--- src/rtl/shift_rows_col_serializer.sv ---
// Accepts a 128-bit AES state, applies (Inv)ShiftRows at capture and streams the four
// shifted columns out one per valid/ready beat. Optional inv port: define INV_SHIFT_ROWS_EN.
module shift_rows_col_serializer #(
    parameter int BYTE_W          = 8,
    parameter bit ALLOW_BACK2BACK = 1'b1
) (
    input  logic                    clk,
    input  logic                    rst_n,
    input  logic                    in_valid,
    output logic                    in_ready,
    input  logic [0:16*BYTE_W-1]    in_state,
    input  logic                    in_last_round,
    output logic                    out_valid,
    input  logic                    out_ready,
    output logic [0:4*BYTE_W-1]     out_col,
    output logic [1:0]              out_idx,
    output logic                    out_last_col,
    output logic                    out_last_round
`ifdef INV_SHIFT_ROWS_EN
    ,
    input  logic                    inv
`endif
);

    localparam int COL_W = 4 * BYTE_W;

    // Both ports: a beat transfers on the rising edge where valid && ready; a producer
    // holds its payload stable until then, and ready never waits for valid.
    typedef enum logic {
        IDLE = 1'b0,
        SEND = 1'b1
    } state_t;

    state_t           state_q;
    state_t           state_d;
    logic [0:COL_W-1] col_q [4];
    logic [0:COL_W-1] shifted [4];
    logic [1:0]       idx_q;
    logic             last_round_q;
    logic             armed_q;
    logic             load;
    logic             advance;
    logic             clear_idx;

    always_comb begin
        for (int c = 0; c < 4; c++) begin
            shifted[c] = '0;
            for (int r = 0; r < 4; r++) begin
`ifdef INV_SHIFT_ROWS_EN
                if (inv) begin
                    shifted[c][BYTE_W*r +: BYTE_W] = in_state[BYTE_W*(4*((c-r+4)%4)+r) +: BYTE_W];
                end else begin
                    shifted[c][BYTE_W*r +: BYTE_W] = in_state[BYTE_W*(4*((c+r)%4)+r) +: BYTE_W];
                end
`else
                shifted[c][BYTE_W*r +: BYTE_W] = in_state[BYTE_W*(4*((c+r)%4)+r) +: BYTE_W];
`endif
            end
        end
    end

    always_ff @(posedge clk or negedge rst_n) begin
        if (!rst_n) begin
            state_q <= IDLE;
        end else begin
            state_q <= state_d;
        end
    end

    always_comb begin
        state_d   = state_q;
        in_ready  = 1'b0;
        out_valid = 1'b0;
        load      = 1'b0;
        advance   = 1'b0;
        clear_idx = 1'b0;
        case (state_q)
            IDLE: begin
                in_ready = armed_q;
                if (in_valid && armed_q) begin
                    load    = 1'b1;
                    state_d = SEND;
                end
            end
            SEND: begin
                out_valid = 1'b1;
                // Only the col3 handshake can free the capture registers in the same cycle.
                if (ALLOW_BACK2BACK && idx_q == 2'd3) begin
                    in_ready = out_ready;
                end
                if (out_ready) begin
                    if (idx_q != 2'd3) begin
                        advance = 1'b1;
                    end else if (in_valid && in_ready) begin
                        load = 1'b1;
                    end else begin
                        clear_idx = 1'b1;
                        state_d   = IDLE;
                    end
                end
            end
            default: state_d = IDLE;
        endcase
    end

    always_ff @(posedge clk or negedge rst_n) begin
        if (!rst_n) begin
            for (int c = 0; c < 4; c++) begin
                col_q[c] <= '0;
            end
            idx_q        <= 2'd0;
            last_round_q <= 1'b0;
            armed_q      <= 1'b0;
        end else begin
            // Keeps in_ready low until the first clock edge after reset release.
            armed_q <= 1'b1;
            if (load) begin
                for (int c = 0; c < 4; c++) begin
                    col_q[c] <= shifted[c];
                end
                idx_q        <= 2'd0;
                last_round_q <= in_last_round;
            end else if (advance) begin
                idx_q <= idx_q + 2'd1;
            end else if (clear_idx) begin
                idx_q <= 2'd0;
            end
        end
    end

    assign out_col        = col_q[idx_q];
    assign out_idx        = idx_q;
    assign out_last_col   = (idx_q == 2'd3);
    assign out_last_round = last_round_q;

endmodule

--- config.mk ---
export PLATFORM = sky130hd
export DESIGN_NAME = shift_rows_col_serializer
export DESIGN_NICKNAME = d
export VERILOG_FILES = /design/src/rtl/shift_rows_col_serializer.sv
export SDC_FILE = /design/constraint.sdc
export NUM_CORES = 1
export LEC_CHECK = 0
export ABC_AREA = 0
export CAP_MARGIN = 5
export CORE_MARGIN = 2
export CORE_UTILIZATION = 49
export CTS_CLUSTER_SIZE = 12
export DETAILED_ROUTE_END_ITERATION = 10
export GPL_TIMING_DRIVEN = 0
export HOLD_SLACK_MARGIN = 0.02
export PLACE_DENSITY = 0.81
export SYNTH_ARGS = -nofsm -noshare
export SYNTH_HDL_FRONTEND = slang
export SYNTH_SLANG_ARGS = --single-unit
--- constraint.sdc ---
create_clock -name clk -period 1.9 [get_ports clk]
set_input_delay 0.38 -clock clk [delete_from_list [all_inputs] [get_ports clk]]
set_output_delay 0.38 -clock clk [all_outputs]
set_load 0.05 [all_outputs]
==> results of run 1 <==
## worst max-delay path, stage by stage (launching register included)
cell	delay [ps]
dfrtp_2	400
buf_12	170
clkbuf_16	160
mux4_2	510
buf_6	170
## area by class of cell
cell class	count	area, sq um
plain buffers	23	365
multi-input cells	177	2670
flip-flops and latches	133	3330
clock buffers	28	537
clock inverters	2	37.5
repair buffers	181	1910
inverters	2	7.51
fillers	822	3490
well taps	172	215
## synthesized netlist by cell type
| cell | count |
|---|---|
| inv_1 | 2 |
| nand2_2 | 2 |
| mux2_1 | 10 |
| mux2_4 | 100 |
| mux2_2 | 19 |
| nand3b_1 | 1 |
| o22ai_4 | 1 |
| mux4_2 | 32 |
| o21ai_0 | 4 |
| buf_6 | 2 |
| conb_1 | 1 |
| nand2_1 | 3 |
| ha_1 | 1 |
| o211ai_1 | 2 |
| dfrtp_1 | 133 |
| nand3_1 | 1 |
| buf_4 | 5 |
| buf_2 | 4 |
| clkbuf_1 | 1 |
| buf_12 | 11 |
## sequential cells by signal, indices dropped and copies added, names as in the netlist
signal          count
armed_q             1
col_q             128
out_idx             2
out_last_round      1
state_q             1
## worst paths after layout
path                       slack [ps]           to  cells after the start
hold reg to reg                   490    col_q[93]                      1
max in group asynchronous         630   out_idx[0]                      3
min in group asynchronous         500   col_q[119]                      2
setup reg to reg                   80    col_q[92]                      7
setup / recovery                 -310  out_col[12]                      4
hold / removal                    490    col_q[93]                      1
## cell families (layout without fill, tap and decap cells)
logic type	after synthesis	count (layout)	synth area share
AOI/OAI and AO/OA	7	7	0.00874
and+or+nand+nor	7	7	0.00576
adders and majority gates	1	1	0.00199
muxes	161	161	0.405
buffers and inverters	25	236	0.0495
DFF	133	133	0.529
other	1	1	0.000596
## through the flow
stage	setup slack, ps	utilization
floorplan	-21.9	-
global placement	-5110	0.658
detailed placement	-645	0.661
CTS	-363	0.717
global route	-379	0.722
finish	-309	0.722
## power by group
part | internal [mW] | switching, mW | leakage, nW
sequential | 4.25 | 0.772 | 1.60
combinational | 4.97 | 4.54 | 2.04
clock | 2.03 | 1.13 | 0.279
## repair_timing
| item | in CTS | in global routing |
|---|---|---|
| endpoints found under the hold margin | 57 | 0 |
| endpoints found under the setup margin | 38 | 33 |
| gates resized for setup | 245 | 4 |
| hold buffers | 1 | 0 |
| setup buffers | 4 | 2 |
| gates cloned | 1 | 2 |
## layout by cell type (no fill, tap or decap), types with 2 or more instances in the layout
master,instances
o21ai_0,3
mux2_1,10
mux2_2,19
dfrtp_1,131
buf_6,35
clkbuf_1,4
clkbuf_16,19
mux2_4,100
o211ai_1,2
buf_16,2
clkbuf_2,2
mux4_2,32
inv_1,2
dlygate4sd2_1,3
clkdlybuf4s50_1,131
nand2_1,3
nand2_2,2
buf_12,16
dfrtp_2,2
clkbuf_8,7
buf_4,10
## routing by layer
layer | up-vias | track usage | part of all wire
li1 | 1639 | - | -
met1 | 1989 | 0.282 | 0.41
met2 | 130 | 0.370 | 0.51
met3 | 25 | 0.0613 | 0.055
met4 | 0 | 0.0994 | 0.023
met5 | - | 0 | 0
==> flow_summary.json, run 1 <==
{
  "crit_required_ps": 1520,
  "cts-root-buf": "clkbuf_16",
  "post-route-period-util": 1.16,
  "layout.nets": 669,
  "synth_fp_nets": 469,
  "endpoint_kind": "output pin",
  "critPathLaunchType": "flip-flop",
  "worstPathMaxFanout": 9,
  "finalSetupTns_ps": -9110,
  "cts_made_buffers": 17,
  "finalNonFillerCells": 718,
  "syn_inst": 335,
  "synth_seq_cells": 133,
  "cts_tree": "done",
  "grt_pass1_wl_um": 23600,
  "rr_startpoint": "out_idx[0]",
  "finalCriticalPeriod_ps": 2210,
  "leakage_nw": 3.92,
  "cts_sinks": 133,
  "rsz0062_at_grt": "yes",
  "drt_pass1_iterations": 4,
  "p_total_mw": 17.7,
  "cap_viol_max_count": 0,
  "ys_seq_area_frac": 0.529,
  "ys_types": 20,
  "final-max-slew-violation-count": 0,
  "area_growth_syn_to_layout_pct": 44.2,
  "final.setup_skew_ps": 8.50,
  "rows": 41,
  "ios": 171,
  "h-tree-depth": 4,
  "fmax_mhz": 453,
  "placed_cells": 678,
  "dp_hpwl_um": 10200,
  "hp-start": "col_q[93]",
  "vias_per_cell": 5.27,
  "arrival_ps": 1830,
  "synthTopCellsByArea": "dfrtp_1 (53%), mux2_4 (24%), mux4_2 (11%), buf_12 (3.5%), mux2_2 (3.4%)",
  "ctsLongestPathBuffers": 2,
  "yosysWarnings": 0,
  "path_class": "reg -> out",
  "vdd_drop_max_v": 0.00115,
  "antenna_found_initial": 0,
  "grt_use_total": 0.225,
  "diodes": 0,
  "die_h_um": 117,
  "grt_max_degree": 77,
  "finalSetupViolCount": 32,
  "hold_slack_ps": 490,
  "gp_congestion": 0.753,
  "drive_gt1_frac": 0.463,
  "syn_area_sq_um": 6300,
  "worstMarginPinSlew_ps": 558,
  "slew_headroom": 0.628,
  "hold_viol": 0,
  "clk_pin_slew_ps": 50,
  "drt-initial-drc-count": 183,
  "cp-startpoint": "out_idx[0]",
  "avgSynthCellArea_sq_um": 18.8,
  "grt_pass1_vias": 4312,
  "netlist.area_leader.share": 0.529,
  "num_vias": 3783,
  "clkLatencyLatePin_ps": 420,
  "drc_errors": 0,
  "power-per-cell-area_nw_per_um2": 1950,
  "placedInstanceArea_sq_um": 8300,
  "coreArea_sq_um": 12600,
  "grt-ovfl-total": 0,
  "die_area_sq_um": 13800,
  "initial_core_util": 0.501,
  "wirelength_um": 14800,
  "drtAntennaViolNets": 0,
  "hold_class": "reg -> reg",
  "port-buffer-count": 170,
  "violations": "setup timing",
  "synth_top_cell_by_area": "dfrtp_1",
  "outcome": "complete, but fails checks",
  "worst_slack_ps": -309,
  "wl_per_cell_um": 20.6,
  "final_area_sq_um": 9080,
  "die_x_um": 117
}
Power figures use the tool's default switching activity.
==> run 2, diff against run 1 <==
ABC_AREA = 1   (was 0)
==> run 2 against run 1 <==
Against the previous run:
- cell count grew 69%
- non-clock buffer count grew 36
- the flow still finishes with violations (setup timing)
- hold slack lost 23 ps
- register-to-register slack lost 30 ps
- combinational power grew 6%
- wire length grew 36%
- global-route usage grew 6.6 points
- first-iteration DRC count grew to 3.5 times the previous value
- utilization shrank 0.20 points
- sequential power shrank 3%
- die area grew 3.0%
- critical path type unchanged
- final area grew 3.8%
==> flow_summary.json, run 2 <==
{
  "synthTopCellsByArea": "dfrtp_1 (51%), nand2_1 (21%), nand3_1 (10%), o211ai_1 (7.4%), inv_1 (4.0%)",
  "final.setup_skew_ps": 7.44,
  "whs_path_depth": 2,
  "ys_seq_area_frac": 0.513,
  "grt-ovfl-total": 0,
  "grt_use_total": 0.291,
  "vdd_drop_max_v": 0.00101,
  "final_area_sq_um": 9430,
  "num_vias": 6399,
  "post-place-ws_ps": -1020,
  "leakage_nw": 4.87,
  "clk_pin_slew_ps": 50,
  "slew_headroom": 0.614,
  "finalSetupTns_ps": -6330,
  "worst_path_largest_cell_delay_ps": 400,
  "hold_slack_ps": 467,
  "endpoint_kind": "output pin",
  "rsz0062_at_grt": "yes",
  "worst-path-buf-inv": 4,
  "rr_startpoint": "out_idx[0]",
  "cap_viol_max_count": 0,
  "finalCriticalPeriod_ps": 2150,
  "layout.nets": 1158,
  "area_growth_syn_to_layout_pct": 45.2,
  "h-tree-depth": 4,
  "coreArea_sq_um": 13100,
  "syn_area_sq_um": 6490,
  "wl_per_cell_um": 16.6,
  "yosys-top-cells-count": "nand2_1 (358), dfrtp_1 (133), nand3_1 (132)",
  "crit_chain": "inv_4 > buf_8 > clkbuf_16 > o211ai_1 > nand2_2 > buf_8",
  "power-per-cell-area_nw_per_um2": 1920,
  "die_area_sq_um": 14200,
  "finalSetupViolCount": 34,
  "fmax_mhz": 466,
  "grt_pass1_wl_um": 31700,
  "final_common_cell": "nand2_1",
  "initial_core_util": 0.496,
  "worst_slack_ps": -245,
  "p_comb_frac": 0.559,
  "drc_errors": 0,
  "drive_gt1_frac": 0.159,
  "port-buffer-count": 170,
  "hold_viol": 0,
  "antenna_found_initial": 0,
  "r2r_cells": 10,
  "drt-initial-drc-count": 637,
  "placedInstanceArea_sq_um": 8540,
  "synth_edf_count": 0,
  "cts_tree": "done",
  "drt_pass1_iterations": 5,
  "yosysWarnings": 0,
  "rows": 42,
  "hold_class": "reg -> reg",
  "synth-main-ff-cell": "dfrtp_1",
  "largest_register_ffs": 128,
  "violations": "setup timing",
  "async_reset_ff_frac": 1.00,
  "syn_inst": 828,
  "hp-start": "col_q[51]",
  "crit_top_cell": "buf_8",
  "worstPathMaxFanout": 6,
  "vias_per_cell": 5.28,
  "dp_hpwl_um": 14200,
  "cp-startpoint": "out_idx[0]",
  "outcome": "complete, but fails checks",
  "avgSynthCellArea_sq_um": 7.84,
  "clkLatencyLatePin_ps": 420,
  "power.switching_mw": 8.29,
  "ys_types": 16,
  "grt_pass1_vias": 6123,
  "cts-root-buf": "clkbuf_16",
  "synth_fp_nets": 962,
  "final_cell_mix": "nand2_1 (327), nand3_1 (132), dfrtp_1 (131), clkdlybuf4s50_1 (131), inv_1 (67)",
  "synth_top_cell_by_area": "dfrtp_1",
  "netlist.area_leader.share": 0.513,
  "slowest_stage": "dfrtp_2",
  "cpLargestDelayFamily": "buffers and inverters",
  "gp_congestion": 0.902,
  "sequentialPowerShare": 0.268,
  "crit_required_ps": 1520,
  "wirelength_um": 20100,
  "synth_most_common_cell": "nand2_1",
  "power.internal_mw": 9.79,
  "worstMarginPinSlew_ps": 579,
  "top_register": "col_q",
  "die_x_um": 119,
  "path_class": "reg -> out",
  "cts_sinks": 133,
  "diodes": 0,
  "cts_made_buffers": 17,
  "cp.depth": 6,
  "switching_share": 0.459,
  "ios": 171,
  "drtAntennaViolNets": 0,
  "die_h_um": 119,
  "post-route-period-util": 1.13,
  "p_total_mw": 18.1,
  "critPathLaunchType": "flip-flop",
  "arrival_ps": 1770,
  "ctsLongestPathBuffers": 2,
  "grt_max_degree": 73,
  "synth_seq_cells": 133,
  "clkPwrFrac": 0.173,
  "final-max-slew-violation-count": 0
}
run 2: cell count changes after synthesis, sizes merged, moves of 25 or more:
cell | before | now
buf | 22 | 47
mux2 | 129 | 0
o211ai | 2 | 64
nand2 | 5 | 358
nand3 | 1 | 132
inv | 2 | 69
mux4 | 32 | 0
run 2: final timing paths:
check                                  end  slack, ps
worst min register to register   col_q[51]        470
worst max register to register   col_q[71]         50
worst max-delay path            out_col[6]       -250
worst min-delay path             col_q[51]        470
max in group asynchronous       col_q[106]        600
min in group asynchronous        col_q[58]        540
run 2: area by class of cell:
class,instances,area [sq um]
clock buffer,29,520
timing repair buffer,177,1870
tap,176,220
clock inverter,3,40.0
buffer,63,532
fill,1020,3660
sequential,133,3330
inverter,69,264
multi-input combinational,563,2650
run 2: power by group through the flow:
stage | sequential (mW) | clock, mW | combinational [mW]
finish | 4.85 | 3.13 | 10.1
global route | 4.99 | 3.27 | 10.8
CTS | 4.83 | 3.14 | 9.82
detailed placement | 4.84 | 0 | 9.03
global placement | 4.81 | 0 | 8.88
floorplan | 4.78 | 0 | 6.00
run 2: layer usage:
layer | up-vias | track usage | routed length, um
li1 | 3039 | - | -
met1 | 3028 | 0.386 | 8230
met4 | 0 | 0.105 | 620
met3 | 45 | 0.0642 | 1570
met2 | 287 | 0.473 | 9720
met5 | - | 0 | 0
run 2: what timing repair did:
| action | in CTS | in global routing |
|---|---|---|
| gates cloned | 2 | 1 |
| gates resized for setup | 291 | 21 |
| hold buffers | 1 | 0 |
| pin swaps | 22 | 11 |
| endpoints found under the setup margin | 38 | 34 |
| setup buffers | 1 | 1 |
| endpoints found under the hold margin | 61 | 0 |
run 2: logic make-up (layout without fill, tap and decap cells):
kind of cell	Yosys count	after routing	share of synthesized area
and+or+nand+nor	493	493	0.312
other	1	1	0.000578
buffers and inverters	132	341	0.0958
adders and majority gates	1	1	0.00193
AOI/OAI and AO/OA	68	68	0.0771
DFF	133	133	0.513
run 2: stage by stage:
step / utilization / std cells
2_1_floorplan: - / 828
3_3_place_gp: 0.651 / 1174
3_5_place_dp: 0.653 / 1175
4_1_cts: 0.715 / 1211
5_1_grt: 0.720 / 1213
6_report: 0.720 / 1213
run 2: tightest hold or removal path, stage by stage, from the launching register on:
cell	delay [ps]
dfrtp_1	340
nand2_1	50
nand2_1	40
